[src/rtl/inst_fetch_seq_pkg.sv]
// Shared control-bus definitions for the instruction fetch sequencer:
// the fetch FSM state enum, the bus-strobe record and its per-state decode.
package inst_fetch_seq_pkg;

  localparam int WAIT_W = 3;

  typedef enum logic [2:0] {
    IDLE,
    ADDR,
    READ,
    LATCH,
    INC,
    WRITEBACK,
    DONE
  } fetch_state_t;

  typedef struct packed {
    logic sel_pc;
    logic mem_rd;
    logic ld_inst;
    logic ld_inc;
    logic sel_inc;
    logic ld_pc;
    logic fetch_done;
    logic busy;
  } ctrl_bus_t;

  // sel_pc and sel_inc are never set by the same state, so the address bus
  // has exactly one driver at a time.
  function automatic ctrl_bus_t decode_ctrl(input fetch_state_t s);
    ctrl_bus_t c;
    c      = '0;
    c.busy = (s != IDLE);
    case (s)
      ADDR:      begin c.sel_pc = 1'b1; c.ld_inc = 1'b1; end
      READ:      begin c.sel_pc = 1'b1; c.mem_rd = 1'b1; end
      LATCH:     begin c.sel_pc = 1'b1; c.mem_rd = 1'b1; c.ld_inst = 1'b1; end
      INC:       c.sel_inc = 1'b1;
      WRITEBACK: begin c.sel_inc = 1'b1; c.ld_pc = 1'b1; end
      DONE:      c.fetch_done = 1'b1;
      default:   ;
    endcase
    return c;
  endfunction

endpackage

[src/rtl/fetch_wait_ctr.sv]
// Memory read wait counter: loads a wait count, counts down to zero and holds.
module fetch_wait_ctr #(
  parameter int W = 3
) (
  input  logic         clk,
  input  logic         rst_n,
  input  logic         load,
  input  logic [W-1:0] load_val,
  input  logic         dec,
  output logic         zero
);

  logic [W-1:0] cnt;

  // NOTE: sequential state uses non-blocking assignments so every flop
  // samples pre-edge values regardless of block evaluation order.
  always_ff @(posedge clk or negedge rst_n) begin
    if (!rst_n) begin
      cnt <= '0;
    end else if (load) begin
      cnt <= load_val;
    end else if (dec && (cnt != '0)) begin
      cnt <= cnt - W'(1);
    end
  end

  assign zero = (cnt == '0);

endmodule

[src/rtl/inst_fetch_seq.sv]
// Instruction fetch sequencer: drives the PC/incrementer/memory strobes of one
// fetch cycle (ADDR, READ, LATCH, INC, WRITEBACK, DONE) back-to-back while run.
module inst_fetch_seq #(
  parameter int READ_WAIT = 2,
  parameter int N         = 8
) (
  input  logic         clk,
  input  logic         rst_n,
  input  logic         run,
  input  logic         halt_req,
  input  logic         mem_ready,
  input  logic [N-1:0] data_in,
  output logic         sel_pc,
  output logic         mem_rd,
  output logic         ld_inst,
  output logic         ld_inc,
  output logic         sel_inc,
  output logic         ld_pc,
  output logic         fetch_done,
  output logic         busy,
  output logic         inst_zero
);

  import inst_fetch_seq_pkg::*;

  fetch_state_t state, next_state;
  ctrl_bus_t    ctrl_q;
  logic         armed;
  logic         wait_zero;

  // READ_WAIT must lie in 1..7 to fit the counter.
  fetch_wait_ctr #(.W(WAIT_W)) u_wait (
    .clk      (clk),
    .rst_n    (rst_n),
    .load     (state == ADDR),
    .load_val (WAIT_W'(READ_WAIT)),
    .dec      (state == READ),
    .zero     (wait_zero)
  );

  // NOTE: every variable driven here gets a default first, so no path
  // through the case can leave it unassigned and infer a latch.
  always_comb begin
    next_state = state;
    case (state)
      IDLE:      if (run && !halt_req && armed) next_state = ADDR;
      ADDR:      next_state = READ;
      READ:      if (wait_zero && mem_ready) next_state = LATCH;
      LATCH:     next_state = INC;
      INC:       next_state = WRITEBACK;
      WRITEBACK: next_state = DONE;
      DONE:      next_state = (run && !halt_req) ? ADDR : IDLE;
      default:   next_state = IDLE;
    endcase
  end

  // Strobes are registered from the decode of next_state, so they change on
  // the same edge as state with no input-to-output combinational path.
  // armed holds off the first ADDR until the second edge after reset release.
  always_ff @(posedge clk or negedge rst_n) begin
    if (!rst_n) begin
      state     <= IDLE;
      ctrl_q    <= '0;
      armed     <= 1'b0;
      inst_zero <= 1'b0;
    end else begin
      state  <= next_state;
      ctrl_q <= decode_ctrl(next_state);
      armed  <= 1'b1;
      if (state == LATCH) inst_zero <= (data_in == '0);
    end
  end

  assign sel_pc     = ctrl_q.sel_pc;
  assign mem_rd     = ctrl_q.mem_rd;
  assign ld_inst    = ctrl_q.ld_inst;
  assign ld_inc     = ctrl_q.ld_inc;
  assign sel_inc    = ctrl_q.sel_inc;
  assign ld_pc      = ctrl_q.ld_pc;
  assign fetch_done = ctrl_q.fetch_done;
  assign busy       = ctrl_q.busy;

endmodule

[config.mk]
export PLATFORM = sky130hd
export DESIGN_NAME = inst_fetch_seq
export DESIGN_NICKNAME = d
export VERILOG_FILES = /design/src/rtl/inst_fetch_seq_pkg.sv /design/src/rtl/fetch_wait_ctr.sv /design/src/rtl/inst_fetch_seq.sv
export SDC_FILE = /design/constraint.sdc
export NUM_CORES = 1
export LEC_CHECK = 0
export ABC_CLOCK_PERIOD_IN_PS = 1550
export BUFFER_PORTS_ARGS = -buffer_cell sky130_fd_sc_hd__buf_2
export CELL_PAD_IN_SITES_DETAIL_PLACEMENT = 0
export CELL_PAD_IN_SITES_GLOBAL_PLACEMENT = 1
export CORE_MARGIN = 3
export CORE_UTILIZATION = 37
export CTS_CLUSTER_SIZE = 24
export DETAILED_ROUTE_END_ITERATION = 7
export GPL_TIMING_DRIVEN = 0
export MAX_ROUTING_LAYER = met4
export PLACE_DENSITY = 0.87
export SLEW_MARGIN = 20
export SYNTH_ARGS = -nofsm -noshare
export SYNTH_HDL_FRONTEND = slang
export SYNTH_SLANG_ARGS = --single-unit
[constraint.sdc]
create_clock -name clk -period 1.55 [get_ports clk]
set_clock_uncertainty 0.1 [all_clocks]
set_input_delay 0 -clock clk [delete_from_list [all_inputs] [get_ports clk]]
set_output_delay 0 -clock clk [all_outputs]
set_load 0.01 [all_outputs]
* Yosys cells after proc, flatten, opt, wreduce, memory -nomap -nowiden
Cells that the tools add are included.
** Storage, ports and cells
- RAM bits :: 0
- Bits in read-only memories :: 0
- Latch bits :: 0
- Word-level logic and storage cells :: 52
- Flip-flop bits (word level) :: 16
- Output and inout bits :: 9
- Memories kept :: 0
** Cells by class
- Add/sub/neg operators :: 1
- $mul :: 0
- Div/mod/pow operators :: 0
- Reductions and logical operators :: 14
- Shift-type cells :: 0
- Mux-type cells :: 13
- Magnitude comparators :: 0
- Eq/ne operators :: 12
- Bitwise operators :: 0
** Operator list (count)
- 3-bit one-hot mux with 7 select lines :: 1
- 3-bit equality test (second input constant) :: 6
- 3-bit by 2-bit equality test with 1-bit output (second input constant) :: 4
- 3-bit 2-to-1 mux :: 4
- 8-bit logical NOT :: 1
- 1-bit 2-to-1 mux :: 8
- 3-bit by 1-bit equality test with 1-bit output (second input constant) :: 2
- 3-bit logical NOT :: 2
- 3-bit nonzero test :: 2
- 1-bit logical AND :: 4
- 2-bit OR reduction :: 2
- 3-bit OR reduction :: 1
- 3-bit by 1-bit subtractor with 3-bit output (second input constant) :: 1
- 2-bit nonzero test :: 1
- 1-bit logical NOT :: 1

* Logic depth before layout (Yosys ltp)
Gate-level depths: netlist of run 1.
- Depth in word-level cells :: 8
- Gate-level depth with buffers :: 5
- Depth with buffers taken out :: 5

* By module
From an unflattened synthesis of run 1, not the netlist that was laid out.
** Unflattened totals
- Cells, all modules :: 72
- Area, all modules :: 759.5 sq um
** Modules (own cells, without submodules)
- inst_fetch_seq :: cells each 53, seq. area each 325.3 sq um, area an instance 551.8 sq um, instances 1
- fetch_wait_ctr :: cells each 19, seq. area each 75.1 sq um, area an instance 207.7 sq um, instances 1

* Least setup slack after synthesis of run 1
No wires, ideal clock.
- Kind :: register -> register
- Start :: reg u_wait.cnt[0]
- End :: reg state[0]
- Setup time :: 131 ps
- Arrival :: 1127 ps
- Period minus slack after synthesis :: 1359 ps
- Path slack :: 191 ps
- Stages on the path, launching flop included :: 5
- Path through :: dfrtp_1 inv_1 ha_1 and4_4 or3_1
** On the way
- Cells in the longest elaborated chain, start to end :: 4
** Ends and longest elaborated chain
- start, declared :: RTL line fetch_wait_ctr.sv:13 : logic [W-1:0] cnt;
- start signal, assigned :: RTL line fetch_wait_ctr.sv:21 : cnt <= load_val;
- start signal, assigned :: RTL line fetch_wait_ctr.sv:23 : cnt <= cnt - W'(1);
- 3-bit logical NOT :: RTL line fetch_wait_ctr.sv:27 : assign zero = (cnt == '0);
- 1-bit logical AND :: RTL line inst_fetch_seq.sv:48 : READ: if (wait_zero && mem_ready) next_state = LATCH;
- 3-bit 2-to-1 mux :: RTL line inst_fetch_seq.sv:48
- 3-bit one-hot mux with 7 select lines :: RTL line inst_fetch_seq.sv:45 : case (state)
- net next_state[0] :: RTL line inst_fetch_seq.sv:26 : fetch_state_t state, next_state;
- end signal, assigned :: RTL line inst_fetch_seq.sv:67 : state <= next_state;
- end, declared :: RTL line inst_fetch_seq.sv:26
The timed path passes the listed nets, and every way through them passes these cells.
A chain may end at the register's enable or synchronous reset.

* Worst setup path in the final report of run 1
- Start :: reg u_wait.cnt[0]
- End :: reg u_wait.cnt[1]
** On the way
- Cells in the longest elaborated chain, start to end :: 3
- Elaborated cells between the ends (all ways) :: 6
- Classes of those cells :: add/sub: 1; mux: 2; reduce/logical: 3
** Ends and longest elaborated chain
- 3-bit by 1-bit subtractor with 3-bit output / 3-bit nonzero test (equally long branches) :: RTL line fetch_wait_ctr.sv:23, fetch_wait_ctr.sv:22
- 3-bit 2-to-1 mux / 1-bit logical AND (equally long branches) :: RTL line fetch_wait_ctr.sv:22 : end else if (dec && (cnt != '0)) begin
- 3-bit 2-to-1 mux / 2-bit nonzero test (equally long branches)
Several ways; a longest one is shown, not always the timed one. The select of a mux whose other input is x is not followed.

==> impl_metrics.py, run 1 <==
metrics = {
    "worst_hold_path": {
        "hold_path_class": "in2async",
    },
    "pwr": {
        "combPwrFrac_pct": 46.9,
        "p_seq_share_pct": 37.4,
        "p_leak_nw": 0.511,
        "vdd_drop_max_v": 0.000924,
        "power_density_nw_per_um2": 1730,
        "internal_power_w": 0.00107,
        "swShare_pct": 38.5,
        "p_switching_w": 0.000667,
        "clkPwrFrac_pct": 15.7,
    },
    "global_route": {
        "overflow": 0,
        "grt_pass1_wl_um": 2660,
        "grt_pass1_vias": 647,
        "grt_start_max_net_pins": 17,
        "antenna_found_initial": 0,
        "grt.total_usage_pct": 14.3,
    },
    "worst_setup_path": {
        "reg2regPathDepth": 5,
        "required_ps": 1650,
        "end_kind": "flop",
        "start_kind": "flop",
        "critical_path_class": "reg2reg",
        "crit_fanout": 3,
        "worstPathArrival_ps": 1570,
        "reg2reg_slack_ps": 80,
    },
    "floorplan": {
        "core_area_um2": 1800,
        "rows": 15,
        "die_h_um": 50.7,
        "die_x_um": 50.7,
        "io_pins": 22,
        "die_area_um2": 2570,
        "start_util_pct": 41.0,
    },
    "route": {
        "wl_per_cell_um": 12.6,
        "wl_met1_um": 714,
        "first_pass_iters": 4,
        "wl_met2_um": 785,
        "remaining_drc_errors": 0,
        "wl_met3_um": 100,
        "drt.antenna.violating_nets": 0,
        "top_layer": "met4",
        "vias": 631,
        "first_iter_violations": 9,
        "routed_wl_um": 1620,
        "vias_per_cell": 4.93,
    },
    "final_layout": {
        "instances_no_fill": 128,
        "fin_area_um2": 998,
        "area_growth_pct": 35.0,
        "fin_nets": 119,
        "diodes": 0,
        "drive_gt1_share_pct": 30.1,
    },
    "synth": {
        "ys_seq_area_share_pct": 54.1,
        "avgSynthCellArea_um2": 10.6,
        "synth_area_leader_cell": "dfrtp_1",
        "synth.top_cell.area_share_pct": 54.1,
        "synthesis.area_um2": 739,
        "syn-instance-count": 70,
        "syn-num-nets": 85,
        "ys_ff_latch": 16,
        "synth_cell_types": 34,
        "synth_area_leaders": "dfrtp_1, ha_1, inv_1",
        "ys.warnings.count": 0,
    },
    "sta": {
        "slew_viol_final": 0,
        "timing.fmax_ghz": 0.681,
        "fin_crit_ps": 1470,
        "rsz0062_at_grt": "false",
        "holdWs_ps": 44.9,
        "setup_violations": 0,
        "setup_ws_ps": 81.9,
        "tns_ps": 0,
        "hold_violations": 0,
        "fin_crit_sh_pct": 94.7,
    },
    "clock_network": {
        "post-cts-setup-buffers": 0,
        "cts_max_level": 1,
        "cts_root_buf": "clkbuf_4",
        "cts_sinks": 16,
        "tritoncts.num_buffers": 3,
        "clkTransAtPathRegs_ps": 90,
        "cts_tree": "yes",
        "clk-insertion-delay-late_ps": 290,
        "ctsLongestPathBuffers": 2,
    },
    "placement": {
        "placedCellCount": 116,
        "placed_area_um2": 876,
        "pre_cts_slack_ps": 122,
        "port_buffers": 21,
        "gp_congestion": 0.728,
        "dp_hpwl_um": 1060,
    },
    "flow_run": {
        "max_cap_violations": 0,
    },
    "run_status": {
        "status": "complete, no violations",
    },
}
## routing by layer
metal	vias up	track usage (%)
li1	316	-
met1	289	16.3
met2	22	24.1
met3	4	4.45
met4	0	4.04
met5	-	-
## worst max-delay path, cell delays in order (launching register included)
cell      delay (ps)
dfrtp_1          400
inv_1            110
ha_1             200
nand2b_1         110
a32o_1           270
a22oi_1          200
## cells in the final DEF (no fill, tap or decap), drive strengths merged, types with 2 or more instances in the layout
master       instances
a211oi               2
a21oi                3
a31oi                2
buf                 24
clkbuf               5
dfrtp               16
dlygate4sd3          8
ha                   2
inv                  6
nand2                3
nand2b               2
nor2                 3
nor3                 2
nor4                 2
o21ai                4
## logic make-up after synthesis
kind of cell	share of synthesized area, %
multiplexers	1.52
flip-flops	54.1
AND/OR/NAND/NOR	16.8
AO/OA/AOI/OAI	16.6
adder cells (fa/ha/maj)	3.38
XOR/XNOR	1.18
other	0.507
buffers and inverters	5.92
## Yosys cell counts (all sizes together)
cell / count
a211oi: 2
a21oi: 3
a22oi: 1
a311oi: 1
a31oi: 2
a32o: 1
a32oi: 1
and2: 1
and3: 1
and4: 1
buf: 3
clkbuf: 1
conb: 1
dfrtp: 16
ha: 2
inv: 6
mux2: 1
nand2: 3
nand2b: 2
nand4: 1
nor2: 3
nor2b: 1
nor3: 2
nor3b: 1
nor4: 2
nor4b: 1
o211a: 1
o21ai: 4
o22ai: 1
o2bb2ai: 1
or2b: 1
or3: 1
xnor2: 1
## registers in the layout (all words and copies together), names as in the netlist
name / flops
ld_inc: 1
fetch_done: 1
busy: 1
sel_inc: 1
sel_pc: 1
state: 3
u_wait.cnt: 3
ld_inst: 1
inst_zero: 1
ld_pc: 1
armed: 1
mem_rd: 1
## final timing paths
path / startpoint / endpoint
max in group asynchronous: rst_n / ld_pc$_DFF_PN0_
min in group clk: inst_zero$_DFFE_PN0N_ / inst_zero$_DFFE_PN0N_
worst min-delay path: rst_n / state[0]$_DFF_PN0_
worst min register to register: inst_zero$_DFFE_PN0N_ / inst_zero$_DFFE_PN0N_
worst max register to register: u_wait.cnt[0]$_DFFE_PN0P_ / u_wait.cnt[1]$_DFFE_PN0P_
worst max-delay path: u_wait.cnt[0]$_DFFE_PN0P_ / u_wait.cnt[1]$_DFFE_PN0P_
## cell type report
| type | count | area [µm²] |
|---|---|---|
| fillers | 174 | 803 |
| flip-flops and latches | 16 | 400 |
| well taps | 25 | 31.3 |
| plain buffers | 4 | 21.3 |
| clock buffers | 4 | 36.3 |
| inverters | 6 | 22.5 |
| multi-input cells | 44 | 302 |
| repair buffers | 29 | 185 |
## power groups by stage
stage               Sequential (W)  Combinational [W]  Clock [W]
floorplan                 0.000685           0.000539          0
global placement          0.000651           0.000776          0
detailed placement        0.000654           0.000791          0
CTS                       0.000648           0.000809   0.000284
global route              0.000669           0.000904   0.000299
finish                    0.000647           0.000812   0.000273
## per-stage QoR
stage / utilization, % / power (W)
2_1_floorplan: - / 0.00122
3_3_place_gp: 48.6 / 0.00143
3_5_place_dp: 48.6 / 0.00145
4_1_cts: 55.1 / 0.00174
5_1_grt: 55.4 / 0.00187
6_report: 55.4 / 0.00173
## what timing repair did
action	in CTS	in global routing
endpoints found under the hold margin	21	0
setup endpoints to repair	0	1
gates resized for setup	0	1
hold buffers	8	0
No activity file was read; power rests on OpenSTA's default activity.
==> run 2, diff against run 1 <==
--- a/config.mk
+++ b/config.mk
@@ -6,16 +6,16 @@
 export NUM_CORES = 1
 export LEC_CHECK = 0
 export ABC_CLOCK_PERIOD_IN_PS = 1550
-export BUFFER_PORTS_ARGS = -buffer_cell sky130_fd_sc_hd__buf_2
 export CELL_PAD_IN_SITES_DETAIL_PLACEMENT = 0
 export CELL_PAD_IN_SITES_GLOBAL_PLACEMENT = 1
 export CORE_MARGIN = 3
-export CORE_UTILIZATION = 37
+export CORE_UTILIZATION = 43
 export CTS_CLUSTER_SIZE = 24
 export DETAILED_ROUTE_END_ITERATION = 7
+export DONT_BUFFER_PORTS = 1
 export GPL_TIMING_DRIVEN = 0
 export MAX_ROUTING_LAYER = met4
-export PLACE_DENSITY = 0.87
+export PLACE_DENSITY = 0.83
 export SLEW_MARGIN = 20
 export SYNTH_ARGS = -nofsm -noshare
 export SYNTH_HDL_FRONTEND = slang
==> impl_metrics.py, run 2 (synthesized netlist as in run 1, its figures left out) <==
metrics = {
    "clock_network": {
        "clk-insertion-delay-late_ps": 280,
        "hold_buffers": 9,
        "cts_root_buf": "clkbuf_4",
        "post-cts-setup-buffers": 0,
        "cts_sinks": 16,
        "cts_resized": 0,
        "clkTransAtPathRegs_ps": 90,
        "cts_tree": "yes",
        "ctsLongestPathBuffers": 2,
        "tritoncts.num_buffers": 3,
        "cts_max_level": 1,
    },
    "route": {
        "vias_per_cell": 5.77,
        "first_iter_violations": 19,
        "drt.antenna.violating_nets": 0,
        "routed_wl_um": 1420,
        "wl_per_cell_um": 14.3,
        "first_pass_iters": 4,
        "remaining_drc_errors": 0,
        "vias": 571,
    },
    "worst_setup_path": {
        "reg2reg_slack_ps": 110,
        "cp_num_buf_inv": 2,
        "cp.depth": 4,
        "worstReg2RegEnd": "u_wait.cnt[1]$_DFFE_PN0P_",
        "path_cells": "dlygate4sd3_1 > nand2b_1 > dlygate4sd3_1 > a211oi_1",
        "required_ps": 1650,
        "slowest_delay_ps": 610,
        "endpoint": "sel_pc$_DFF_PN0_",
        "crit_fanout": 4,
        "critPathMostFrequentCell": "dlygate4sd3_1",
        "worstPathArrival_ps": 1570,
        "regToRegStartpoint": "u_wait.cnt[0]$_DFFE_PN0P_",
        "start_kind": "primary input",
        "critical_path_class": "in2reg",
        "slowest_stage": "dlygate4sd3_1",
        "path_delay_family": "buffers and inverters",
        "reg2regPathDepth": 5,
        "crit_start": "halt_req",
        "end_kind": "flop",
    },
    "final_layout": {
        "area_growth_pct": 19.8,
        "diodes": 0,
        "drive_gt1_share_pct": 10.8,
        "fill_cells": 132,
        "final_cell_mix": "dfrtp_1, dlygate4sd3_1, inv_1",
        "largest_registers": "state (3), u_wait.cnt (3)",
        "fin_nets": 99,
        "final_common_cell": "dfrtp_1",
    },
    "pwr": {
        "combPwrFrac_pct": 41.3,
        "vdd_drop_max_v": 0.000860,
        "p_seq_share_pct": 42.4,
        "p_switching_w": 0.000642,
        "power_density_nw_per_um2": 1860,
        "internal_power_w": 0.00101,
        "fin_total_pwr_w": 0.00165,
        "swShare_pct": 38.9,
        "p_leak_nw": 0.422,
        "clkPwrFrac_pct": 16.3,
    },
    "sta": {
        "slew_headroom_pct": 53.5,
        "worstMarginPinSlew_ps": 696,
        "fin_crit_ps": 1470,
        "slew_viol_final": 0,
        "hold_violations": 0,
        "tns_ps": 0,
        "timing.fmax_ghz": 0.678,
        "setup_violations": 0,
        "rsz0062_at_grt": "false",
        "fin_crit_sh_pct": 95.1,
    },
    "global_route": {
        "grt_start_max_net_pins": 17,
        "overflow": 0,
        "grt.total_usage_pct": 15.0,
        "grt_pass1_vias": 499,
        "antenna_found_initial": 0,
        "grt_pass1_wl_um": 2260,
    },
    "floorplan": {
        "start_util_pct": 47.4,
        "die_h_um": 47.5,
        "core_area_um2": 1560,
        "rows": 14,
        "io_pins": 22,
        "die_area_um2": 2250,
        "die_x_um": 47.5,
    },
    "worst_hold_path": {
        "hold_path_class": "in2async",
    },
    "run_status": {
        "status": "complete, no violations",
    },
    "placement": {
        "port_buffers": 0,
        "dp_hpwl_um": 986,
        "gp_congestion": 0.773,
    },
    "flow_run": {
        "max_cap_violations": 0,
    },
}
run 2: changes by cell type in the layout (fill, tap and decap cells not counted), sizes merged:
cell         before  now
dlygate4sd3       8    9
buf              24    3
run 2: stage by stage:
step / area (µm²) / instances / worst slack [ps] / util, % / hold slack, ps
floorplan: 739 / 70 / 191 / - / -396
global placement: 759 / 86 / 151 / 48.7 / -395
detailed placement: 759 / 86 / 130 / 48.7 / -395
CTS: 886 / 99 / 90.6 / 56.8 / 111
global route: 886 / 99 / 16.8 / 56.8 / 126
finish: 886 / 99 / 75.4 / 56.8 / 94.4
run 2: worst min-delay path by stage:
stage          start                        end  slack, ps
2_1_floorplan  rst_n            armed$_DFF_PN0_       -400
3_3_place_gp   rst_n       fetch_done$_DFF_PN0_       -400
3_5_place_dp   rst_n       fetch_done$_DFF_PN0_       -400
4_1_cts        rst_n  u_wait.cnt[0]$_DFFE_PN0P_        110
5_1_grt        rst_n  u_wait.cnt[0]$_DFFE_PN0P_        130
6_report       rst_n  u_wait.cnt[0]$_DFFE_PN0P_         90
run 2: power groups by stage:
stage | combinational, W | sequential, W | clock [W]
floorplan | 0.000539 | 0.000685 | 0
global placement | 0.000636 | 0.000710 | 0
detailed placement | 0.000650 | 0.000710 | 0
CTS | 0.000679 | 0.000701 | 0.000281
global route | 0.000761 | 0.000723 | 0.000316
finish | 0.000681 | 0.000700 | 0.000269
run 2: final cells by class:
| type | instances | area (µm²) | share of cell area [%] |
|---|---|---|---|
| Tap cell | 16 | 20.0 | 2.26 |
| Clock buffer | 4 | 36.3 | 4.10 |
| Sequential cell | 16 | 400 | 45.2 |
| Buffer | 4 | 21.3 | 2.40 |
| Inverter | 6 | 22.5 | 2.54 |
| Timing Repair Buffer | 9 | 90.1 | 10.2 |
| Multi-Input combinational cell | 44 | 295 | 33.3 |
run 2: metal layers:
| metal | wire, µm | up-vias | global-route usage [%] |
|---|---|---|---|
| met5 | 0 | - | - |
| met4 | 10 | 0 | 3.31 |
| met3 | 101 | 2 | 7.14 |
| met2 | 628 | 20 | 20.9 |
| met1 | 678 | 274 | 19.6 |
| li1 | - | 275 | - |
run 2: worst reg2reg max path, stage by stage (launching register included):
cell,delay (ps)
dfrtp_1,400
inv_1,100
ha_1,190
nand2b_1,110
a32o_1,270
a22oi_1,180
==> run 3, diff against run 2 <==
--- a/config.mk
+++ b/config.mk
@@ -5,7 +5,7 @@
 export SDC_FILE = /design/constraint.sdc
 export NUM_CORES = 1
 export LEC_CHECK = 0
-export ABC_CLOCK_PERIOD_IN_PS = 1550
+export ABC_CLOCK_PERIOD_IN_PS = 1500
 export CELL_PAD_IN_SITES_DETAIL_PLACEMENT = 0
 export CELL_PAD_IN_SITES_GLOBAL_PLACEMENT = 1
 export CORE_MARGIN = 3
==> constraint.sdc (replaced) <==
create_clock -name clk -period 1.5 [get_ports clk]
set_clock_uncertainty 0.1 [all_clocks]
set_input_delay 0 -clock clk [delete_from_list [all_inputs] [get_ports clk]]
set_output_delay 0 -clock clk [all_outputs]
set_load 0.01 [all_outputs]
==> impl_metrics.py, run 3 (synthesized netlist as in run 1, its figures left out) <==
metrics = {
    "run_status": {
        "status": "complete, no violations",
    },
    "placement": {
        "dp_hpwl_um": 986,
        "port_buffers": 0,
        "gp_congestion": 0.773,
    },
    "final_layout": {
        "fin_nets": 99,
        "diodes": 0,
        "final_common_cell": "dfrtp_1",
        "largest_registers": "state (3), u_wait.cnt (3)",
        "drive_gt1_share_pct": 14.5,
        "area_growth_pct": 20.8,
        "final_cell_mix": "dfrtp_1, dlygate4sd3_1, inv_1",
    },
    "route": {
        "routed_wl_um": 1420,
        "wl_per_cell_um": 14.4,
        "vias": 570,
        "drt.antenna.violating_nets": 0,
        "vias_per_cell": 5.76,
        "first_pass_iters": 4,
        "remaining_drc_errors": 0,
        "first_iter_violations": 15,
    },
    "floorplan": {
        "io_pins": 22,
        "core_area_um2": 1560,
        "start_util_pct": 47.4,
        "die_h_um": 47.5,
        "die_x_um": 47.5,
        "rows": 14,
        "die_area_um2": 2250,
    },
    "worst_setup_path": {
        "slowest_delay_ps": 620,
        "slowest_stage": "dlygate4sd3_1",
        "start_kind": "primary input",
        "end_kind": "flop",
        "worstPathArrival_ps": 1570,
        "critPathMostFrequentCell": "dlygate4sd3_1",
        "required_ps": 1610,
        "critical_path_class": "in2reg",
        "path_cells": "dlygate4sd3_1 > nand2b_1 > dlygate4sd3_1 > a211oi_2",
        "crit_fanout": 4,
    },
    "sta": {
        "fin_crit_sh_pct": 97.4,
        "slew_headroom_pct": 53.3,
        "hold_violations": 0,
        "setup_violations": 0,
        "rsz0062_at_grt": "false",
        "tns_ps": 0,
        "slew_viol_final": 0,
        "worstMarginPinSlew_ps": 698,
        "holdWs_ps": 93.2,
        "timing.fmax_ghz": 0.684,
        "fin_crit_ps": 1460,
    },
    "clock_network": {
        "ctsLongestPathBuffers": 2,
        "cts_max_level": 1,
        "tritoncts.num_buffers": 3,
        "clkTransAtPathRegs_ps": 90,
        "cts_root_buf": "clkbuf_4",
        "cts_sinks": 16,
        "post-cts-setup-buffers": 0,
        "clk-insertion-delay-late_ps": 290,
        "cts_tree": "yes",
    },
    "worst_hold_path": {
        "hold_path_class": "in2async",
    },
    "global_route": {
        "overflow": 0,
        "grt_pass1_wl_um": 2260,
        "grt_pass1_vias": 499,
        "grt.total_usage_pct": 15.0,
        "grt_start_max_net_pins": 17,
        "antenna_found_initial": 0,
    },
    "flow_run": {
        "max_cap_violations": 0,
    },
    "pwr": {
        "vdd_drop_max_v": 0.000885,
        "power_density_nw_per_um2": 1930,
        "p_leak_nw": 0.421,
    },
}
-- run 3: cell counts in the layout (fill, tap and decap cells not counted) --
No cell type changed its count.
-- run 3: repair_timing --
action,in CTS,in global routing
hold buffers,9,0
endpoints found under the hold margin,22,0
resized for setup,0,3
endpoints found under the setup margin,0,3
-- run 3: layout make-up --
type                    instances  area [µm²]
plain buffers                   4        21.3
fillers                       130         666
flip-flops and latches         16         400
inverters                       6        22.5
repair buffers                  9        90.1
multi-input cells              44         303
well taps                      16        20.0
clock buffers                   4        36.3
-- run 3: final timing paths --
check | startpoint | to | slack (ps) | cells after the start
max reg2reg | u_wait.cnt[1]$_DFFE_PN0P_ | u_wait.cnt[1]$_DFFE_PN0P_ | 70 | 5
min | rst_n | u_wait.cnt[0]$_DFFE_PN0P_ | 90 | 1
min in group clk | data_in[1] | inst_zero$_DFFE_PN0N_ | 350 | 4
max in group asynchronous | rst_n | state[2]$_DFF_PN0_ | 760 | 1
min reg2reg | u_wait.cnt[0]$_DFFE_PN0P_ | u_wait.cnt[0]$_DFFE_PN0P_ | 440 | 1
max | halt_req | sel_pc$_DFF_PN0_ | 40 | 4
-- run 3: per-layer routing --
layer | GRT usage (%) | wire, µm | part of all wire, %
met1 | 19.6 | 643 | 45
met2 | 20.9 | 655 | 46
met3 | 7.14 | 126 | 8.8
met4 | 3.31 | 0 | 0
met5 | - | 0 | 0
-- run 3: metrics by stage --
step / cells / total power, W / utilization (%) / setup WS (ps) / area, µm²
final: 99 / 0.00173 / 57.3 / 39.0 / 893
after global routing: 99 / 0.00188 / 57.3 / 2.65 / 893
after CTS: 99 / 0.00172 / 56.8 / 40.6 / 886
after detailed placement: 86 / 0.00141 / 48.7 / 79.8 / 759
after global placement: 86 / 0.00139 / 48.7 / 101 / 759
after floorplan: 70 / 0.00126 / - / 141 / 739
-- run 3: worst max-delay path: cells and delay by family --
| kind | cells | cell delay (ps) |
|---|---|---|
| simple gates | 1 | 190 |
| compound gates | 1 | 210 |
| buf+inv | 2 | 1160 |
-- run 3: where the power goes --
part | switching, W | internal [W]
combinational | 0.000407 | 0.000315
sequential | 0.000137 | 0.000590
clock | 0.000132 | 0.000148
total | 0.000676 | 0.00105
